File: src/rtl/ucore_pkg.sv
// ucore_pkg: shared encodings for the ucore shared-resource arbiters
package ucore_pkg;
  typedef enum logic [1:0] {
    UARB_IDLE     = 2'd0,
    UARB_ISSUE    = 2'd1,
    UARB_WAIT_RSP = 2'd2
  } uarb_state_e;
  localparam int UARB_CNT_W = 16;
endpackage

File: src/rtl/ucore_rr_pick.sv
// ucore_rr_pick: combinational round-robin pick starting after last_grant
module ucore_rr_pick #(
  parameter int NREQ = 4
) (
  input  logic [NREQ-1:0]         req_i,
  input  logic [$clog2(NREQ)-1:0] last_grant_i,
  output logic [$clog2(NREQ)-1:0] winner_o,
  output logic                    any_valid_o
);
  localparam int IW = $clog2(NREQ);
  logic [IW-1:0] idx;
  // scan farthest-first so the nearest requester after last_grant overwrites
  always_comb begin
    winner_o = '0;
    idx = '0;
    any_valid_o = |req_i;
    for (int k = NREQ; k >= 1; k--) begin
      idx = IW'((int'(last_grant_i) + k) % NREQ);
      if (req_i[idx]) winner_o = idx;
    end
  end
endmodule

File: src/rtl/ucore_mem_arbiter.sv
// ucore_mem_arbiter: round-robin share of one memory port, one transaction in flight
module ucore_mem_arbiter
  import ucore_pkg::*;
#(
  parameter int NREQ    = 4,
  parameter int AW      = 32,
  parameter int DW      = 32,
  parameter int TIMEOUT = 255
) (
  input  logic             clk,
  input  logic             aresetn,
  input  logic [NREQ-1:0]  req_valid,
  output logic [NREQ-1:0]  req_ready,
  input  logic [NREQ*AW-1:0] req_addr,
  input  logic [NREQ-1:0]  req_wen,
  input  logic [NREQ*DW-1:0] req_wdata,
  output logic [NREQ-1:0]  rsp_valid,
  output logic [DW-1:0]    rsp_rdata,
  output logic             rsp_err,
  output logic             mem_req_valid,
  input  logic             mem_req_ready,
  output logic [AW-1:0]    mem_addr,
  output logic             mem_wen,
  output logic [DW-1:0]    mem_wdata,
  input  logic             mem_rsp_valid,
  input  logic [DW-1:0]    mem_rdata,
  output logic             busy,
  output logic             err_spurious
);
  localparam int IW = $clog2(NREQ);
  uarb_state_e           state_q;
  logic [IW-1:0]         last_grant_q, owner_q, winner;
  logic [UARB_CNT_W-1:0] cnt_q;
  logic                  any_valid, timeout_hit;
  logic [NREQ-1:0]       req_ready_q, rsp_valid_q;
  logic [DW-1:0]         rsp_rdata_q, mem_wdata_q;
  logic [AW-1:0]         mem_addr_q;
  logic                  rsp_err_q, mem_req_valid_q, mem_wen_q, busy_q, err_spurious_q;

  ucore_rr_pick #(.NREQ(NREQ)) u_pick (
    .req_i       (req_valid),
    .last_grant_i(last_grant_q),
    .winner_o    (winner),
    .any_valid_o (any_valid)
  );

  // the counter reaches TIMEOUT on this edge, so the error goes out next cycle
  assign timeout_hit = cnt_q == UARB_CNT_W'(TIMEOUT - 1);

  // arbitration, memory handshake and response routing in one registered FSM
  always_ff @(posedge clk or negedge aresetn) begin
    if (!aresetn) begin
      state_q         <= UARB_IDLE;
      last_grant_q    <= IW'(NREQ - 1);
      owner_q         <= '0;
      cnt_q           <= '0;
      req_ready_q     <= '0;
      rsp_valid_q     <= '0;
      rsp_rdata_q     <= '0;
      rsp_err_q       <= 1'b0;
      mem_req_valid_q <= 1'b0;
      mem_addr_q      <= '0;
      mem_wen_q       <= 1'b0;
      mem_wdata_q     <= '0;
      busy_q          <= 1'b0;
      err_spurious_q  <= 1'b0;
    end else begin
      req_ready_q <= '0;
      rsp_valid_q <= '0;
      rsp_err_q   <= 1'b0;
      if (mem_rsp_valid && state_q != UARB_WAIT_RSP) err_spurious_q <= 1'b1;
      case (state_q)
        UARB_IDLE: if (any_valid) begin
          state_q         <= UARB_ISSUE;
          owner_q         <= winner;
          last_grant_q    <= winner;
          req_ready_q     <= NREQ'(1) << winner;
          mem_req_valid_q <= 1'b1;
          mem_addr_q      <= AW'(req_addr >> (int'(winner) * AW));
          mem_wen_q       <= req_wen[winner];
          mem_wdata_q     <= DW'(req_wdata >> (int'(winner) * DW));
          busy_q          <= 1'b1;
        end
        UARB_ISSUE: if (mem_req_ready) begin
          state_q         <= UARB_WAIT_RSP;
          mem_req_valid_q <= 1'b0;
          cnt_q           <= '0;
        end
        UARB_WAIT_RSP: begin
          cnt_q <= cnt_q + UARB_CNT_W'(1);
          if (mem_rsp_valid || timeout_hit) begin
            state_q     <= UARB_IDLE;
            rsp_valid_q <= NREQ'(1) << owner_q;
            rsp_rdata_q <= mem_rsp_valid ? mem_rdata : '0;
            rsp_err_q   <= !mem_rsp_valid;
            busy_q      <= 1'b0;
          end
        end
        default: begin
          state_q         <= UARB_IDLE;
          mem_req_valid_q <= 1'b0;
          busy_q          <= 1'b0;
        end
      endcase
    end
  end

  assign req_ready     = req_ready_q;
  assign rsp_valid     = rsp_valid_q;
  assign rsp_rdata     = rsp_rdata_q;
  assign rsp_err       = rsp_err_q;
  assign mem_req_valid = mem_req_valid_q;
  assign mem_addr      = mem_addr_q;
  assign mem_wen       = mem_wen_q;
  assign mem_wdata     = mem_wdata_q;
  assign busy          = busy_q;
  assign err_spurious  = err_spurious_q;
endmodule
File: config.mk
export PLATFORM = sky130hd
export DESIGN_NAME = ucore_mem_arbiter
export DESIGN_NICKNAME = d
export VERILOG_FILES = /design/src/rtl/ucore_pkg.sv /design/src/rtl/ucore_rr_pick.sv /design/src/rtl/ucore_mem_arbiter.sv
export SDC_FILE = /design/constraint.sdc
export NUM_CORES = 1
export LEC_CHECK = 0
export BUFFER_PORTS_ARGS = -buffer_cell sky130_fd_sc_hd__buf_4
export CELL_PAD_IN_SITES_DETAIL_PLACEMENT = 1
export CELL_PAD_IN_SITES_GLOBAL_PLACEMENT = 1
export CORE_AREA = 2 2 157 159
export DETAILED_ROUTE_END_ITERATION = 7
export DIE_AREA = 0 0 159 161
export PLACE_DENSITY_LB_ADDON = 0.1
export SYNTH_ARGS = -nofsm -noshare
export SYNTH_HDL_FRONTEND = slang
export SYNTH_SLANG_ARGS = --single-unit
File: constraint.sdc
create_clock -name clk -period 2.5 [get_ports clk]
set_input_delay 0.125 -clock clk [delete_from_list [all_inputs] [get_ports clk]]
set_output_delay 0.125 -clock clk [all_outputs]
set_load 0.02 [all_outputs]
### Yosys cells after proc, flatten, opt, wreduce, memory -nomap -nowiden

Index checks and enable logic that the tools add are counted.

* register bits after elaboration: 131

* $add $sub $neg: 5
* $lt $le $gt $ge: 5
* eq/ne operators: 7
* shift operators: 4
* multiplexer cells: 32
* bitwise operators: 2
* reduce and logical (&&, ||, !) cells: 12

Operators with widths (number)
* $shr 128x7->32: 2
* $mux 32: 1
* $pmux 16 s2: 1
* $add 16x1->16 const B: 1
* $eq 16x8->1 const B: 1
* $mux 16: 1
* $mux 4: 4
* $lt 2x3->1 const B: 5
* $mux 2: 7
* $bmux 1 s2: 5
* $mux 1: 10
* $reduce_and 3->1: 3
* $ne 2x2->1 const B: 4
* $shl 1x2->4 const A: 2
* $pmux 1 s3: 2
* $pmux 2 s3: 1
* $reduce_and 2->1: 3
* $add 2x1->2 const B: 2
* $add 2x2->2 const B: 2
* $reduce_or 4->1: 1
* $eq 2x1->1 const B: 1
* $eq 2x2->1 const B: 1
* $logic_not 2->1: 1
* $not 1->1: 2
* other kinds (4): 4

### Logic depth before layout (Yosys ltp)

* depth after elaboration: 10
* gate-level depth with buffers: 8
* gate-level depth less buffers: 7

### Cells and area by module

Synthesis repeated with hierarchy kept, for this count alone.

* cells, all modules: 605
* area, all modules: 6787.8 µm²

By module, submodules not included
* ucore_mem_arbiter: instances 1, cells an instance 591, area an instance 6696.4 µm², seq. area each 3280.6 µm²
* ucore_rr_pick: instances 1, cells an instance 14, area an instance 91.3 µm², seq. area each 0.0 µm²

### Worst setup path before layout

Ideal clock, no wire load.

* path type: reg2reg
* start point: reg cnt_q[0]
* end point: reg rsp_rdata_q[10], in the netlist rsp_rdata[10]
* arrival: 1.634 ns
* data required time: 2.379 ns
* slack: 0.745 ns
* cell stages (with the launch flop): 9
* period minus slack after synthesis: 1.755 ns
* cell sequence: dfrtp_1 -> inv_1 -> ha_1 -> nor4b_1 -> nand4b_1 -> nand2b_1 -> nand2_1 -> buf_2 -> a22o_1

* longest elaborated chain between the ends: 3

RTL lines
* start, declared: RTL line ucore_mem_arbiter.sv:33 `logic [UARB_CNT_W-1:0] cnt_q;`
* start signal, assigned: RTL line ucore_mem_arbiter.sv:90 `cnt_q <= cnt_q + UARB_CNT_W'(1);`
* $eq 16x8->1: RTL line ucore_mem_arbiter.sv:48 `assign timeout_hit = cnt_q == UARB_CNT_W'(TIMEOUT - 1);`
* $logic_or 1x1->1: RTL line ucore_mem_arbiter.sv:91 `if (mem_rsp_valid || timeout_hit) begin`
* $reduce_and 2->1 (no source line)
* end signal, assigned: RTL line ucore_mem_arbiter.sv:94 `rsp_rdata_q <= mem_rsp_valid ? mem_rdata : '0;`
* end, declared: RTL line ucore_mem_arbiter.sv:36 `logic [DW-1:0] rsp_rdata_q, mem_wdata_q;`

No other way between the ends.
A chain may end at the register's enable or synchronous reset.

### Final worst setup path

* start point: reg cnt_q[0]
* end point: reg rsp_rdata_q[0], in the netlist rsp_rdata[0]

Same word-level chain as after synthesis.

==> results.toml <==
[outcome]
status = "complete, no violations"

[sta]
fin_tns_setup_ns = 0
drv_slew = 0
setup_viol = 0
rsz0062_at_grt = "false"
post-route-period-util_pct = 81.5
hold_viol = 0
slew_headroom_pct = 38.7
min_period_ns = 2.04
clock.fmax_mhz = 491
finalClockSkew_ns = 0.0148
tightest_slew_ns = 0.919

[worst_setup_path]
cp_num_cells = 8
critical_path.startpoint_type = "flop"
cp_max_fo = 36
slowest_stage = "dfrtp_1"
worst_path_largest_cell_delay_ns = 0.44
crit_type = "flop to flop"
cp.required_ns = 2.80
path_buf_inv = 2
crit_chain = "inv_1 -> ha_1 -> nor4b_1 -> nand4b_1 -> nand2b_1 -> nand2_1 -> buf_4 -> a22o_1"
arrival_ns = 2.33
r2r_cells = 8
crit_family = "simple AND/OR/NAND/NOR gates"
cp-end-kind = "flop"

[grt]
first_global_vias = 7921
grtUsageTotal_pct = 24.1
top_usage_layer = "met2"
met2_usage_pct = 42.0
met3_usage_pct = 7.04
grt_overflow_total = 0
grt_max_degree = 71
antenna_found_initial = 0
grt_pass1_wl_um = 48000
use_met1_pct = 28.7

[cts]
h-tree-depth = 4
clk_latency_ns = 0.42
clkTransAtPathRegs_ns = 0.07
cts_buffer_depth = 2
cts-resized-gates = 0
cts_buffers = 17
cts.sinks = 131
cts_tree = "yes"
root_buffer = "clkbuf_16"

[pwr]
switching_share_pct = 43.4
pwr_density_cell_mw_per_mm2 = 1120
clock_power_share_pct = 20.0
combinationalPowerShare_pct = 51.8
power.leakage_nw = 5.29
seqPwrFrac_pct = 28.1
ir_drop_mv = 0.573
p_int_mw = 7.24
p_switching_mw = 5.54
total_power_mw = 12.8

[logic_synthesis]
syn_inst = 693
synth_warnings = 0
ys.flop_type = "dfrtp_1"
synth_fp_nets = 995
syn-cell-area_mm2 = 0.00708
ys_seq_area_share_pct = 46.3
synth_edf_count = 0
postSynthAreaPerCell_um2 = 10.2
yosysUniqueCellTypes = 43
synthArstFlopShare_pct = 100
ys_ff_latch = 131

[floorplanning]
dieWidth_um = 159
io_pins = 409
start_util_pct = 29.6
die_y_um = 161
die-area_mm2 = 0.0256
rows = 57
core_mm2 = 0.0240

[final_layout]
num_antenna_cells = 0
nFillCells = 2708
layout_common_cells = "buf_4, a211oi_1, dfrtp_1, nor2_1"
drive_gt1_share_pct = 42.5
fin_nets = 1410
syn_to_final_growth_pct = 61.3
final_common_cell = "buf_4"

[run]
maxCapViolCount = 0

[hold_path]
holdPathStages = 3
hold_class = "primary input to flop"

[placed_design]
place.port_buffers = 408
post-dp-hpwl_um = 21500
globalplace.congestion = 0.794

[drt]
drtIter0Drc = 285
antenna_left = 0
drc_errors = 0
wl_per_cell_um = 21.8
dr.pass1.iters = 4
via_per_inst = 5.18
vias = 7489
finalWirelength_um = 31400
cell usage after synthesis, drive strengths merged (6+ instances only):
cell type,number,area (µm²)
nand2,14,55.1
a21oi,7,35.0
clkbuf,42,158
nor3,10,55.1
a211oi,131,983
and4,65,569
dfrtp,129,3230
nand3,6,30.0
o21ai,26,134
nand4,6,37.5
mux2i,65,651
nor2,83,312
a22o,32,280
buf,28,173
inv,7,26.3
flip-flops by register name, indices dropped and copies added, names as in the netlist:
register / cells
state_q: 2
busy: 1
last_grant_q: 2
rsp_valid: 4
rsp_err: 1
err_spurious: 1
mem_wdata: 32
owner_q: 2
mem_wen: 1
req_ready: 4
rsp_rdata: 32
mem_req_valid: 1
mem_addr: 32
cnt_q: 16
layer usage:
| layer | wire length [µm] | up-vias | share of wire [%] |
|---|---|---|---|
| li1 | - | 3516 | - |
| met2 | 15700 | 272 | 50 |
| met3 | 2130 | 45 | 6.8 |
| met4 | 911 | 0 | 2.9 |
| met5 | 0 | - | 0 |
| met1 | 12700 | 3656 | 40 |
repair_timing:
| item | CTS | global route |
|---|---|---|
| hold endpoints to repair | 93 | 0 |
| hold buffers | 35 | 0 |
| buffers inserted | 0 | 0 |
logic make-up after synthesis:
family	synth area share (%)
compound gates	22.2
fa+ha+maj	0.353
buf+inv	5.03
flops	46.3
mux	9.18
simple gates	16.9
power by group through the flow:
stage | logic [mW] | registers, mW | clock network (mW)
after global placement | 6.55 | 3.58 | 0
after floorplan | 2.95 | 4.45 | 0
after CTS | 6.69 | 3.58 | 2.62
final | 6.62 | 3.60 | 2.56
after detailed placement | 6.63 | 3.61 | 0
after global routing | 7.16 | 3.72 | 2.71
final timing paths:
| kind | start | end | slack (ns) |
|---|---|---|---|
| min | req_addr[48] | mem_addr[16] | 0.04 |
| max | cnt_q[0] | rsp_rdata[0] | 0.46 |
| max in group asynchronous | aresetn | mem_wdata[29] | 1.35 |
| max reg2reg | cnt_q[0] | rsp_rdata[0] | 0.46 |
| min in group asynchronous | aresetn | cnt_q[14] | 0.25 |
| min reg2reg | owner_q[1] | rsp_valid[0] | 0.46 |
worst reg2reg max path: cells and delay by family (launching register included):
kind	cells	cell delay, ns
simple gates	4	0.64
flops	1	0.44
buf+inv	2	0.36
compound gates	1	0.33
fa+ha+maj	1	0.15
layout make-up:
class	count	area [µm²]	share of cell area, %
repair buffers	466	3630	31.7
multi-input cells	485	3500	30.6
flip-flops and latches	131	3280	28.7
clock buffers	17	425	3.72
well taps	324	405	3.55
clock inverters	15	164	1.43
inverters	7	26.3	0.230
through the flow:
step	instances	util, %	worst slack [ns]	instance area, µm²	hold WS [ns]
final	1445	47.7	0.462	11400	0.0378
after floorplan	693	-	0.745	7080	-0.171
after global routing	1445	47.7	0.264	11400	0.0364
after global placement	1378	43.8	0.512	10500	0.156
after CTS	1445	47.7	0.475	11400	0.0238
after detailed placement	1378	43.8	0.489	10500	0.156
Note: power is estimated with default switching activity, not from simulation.
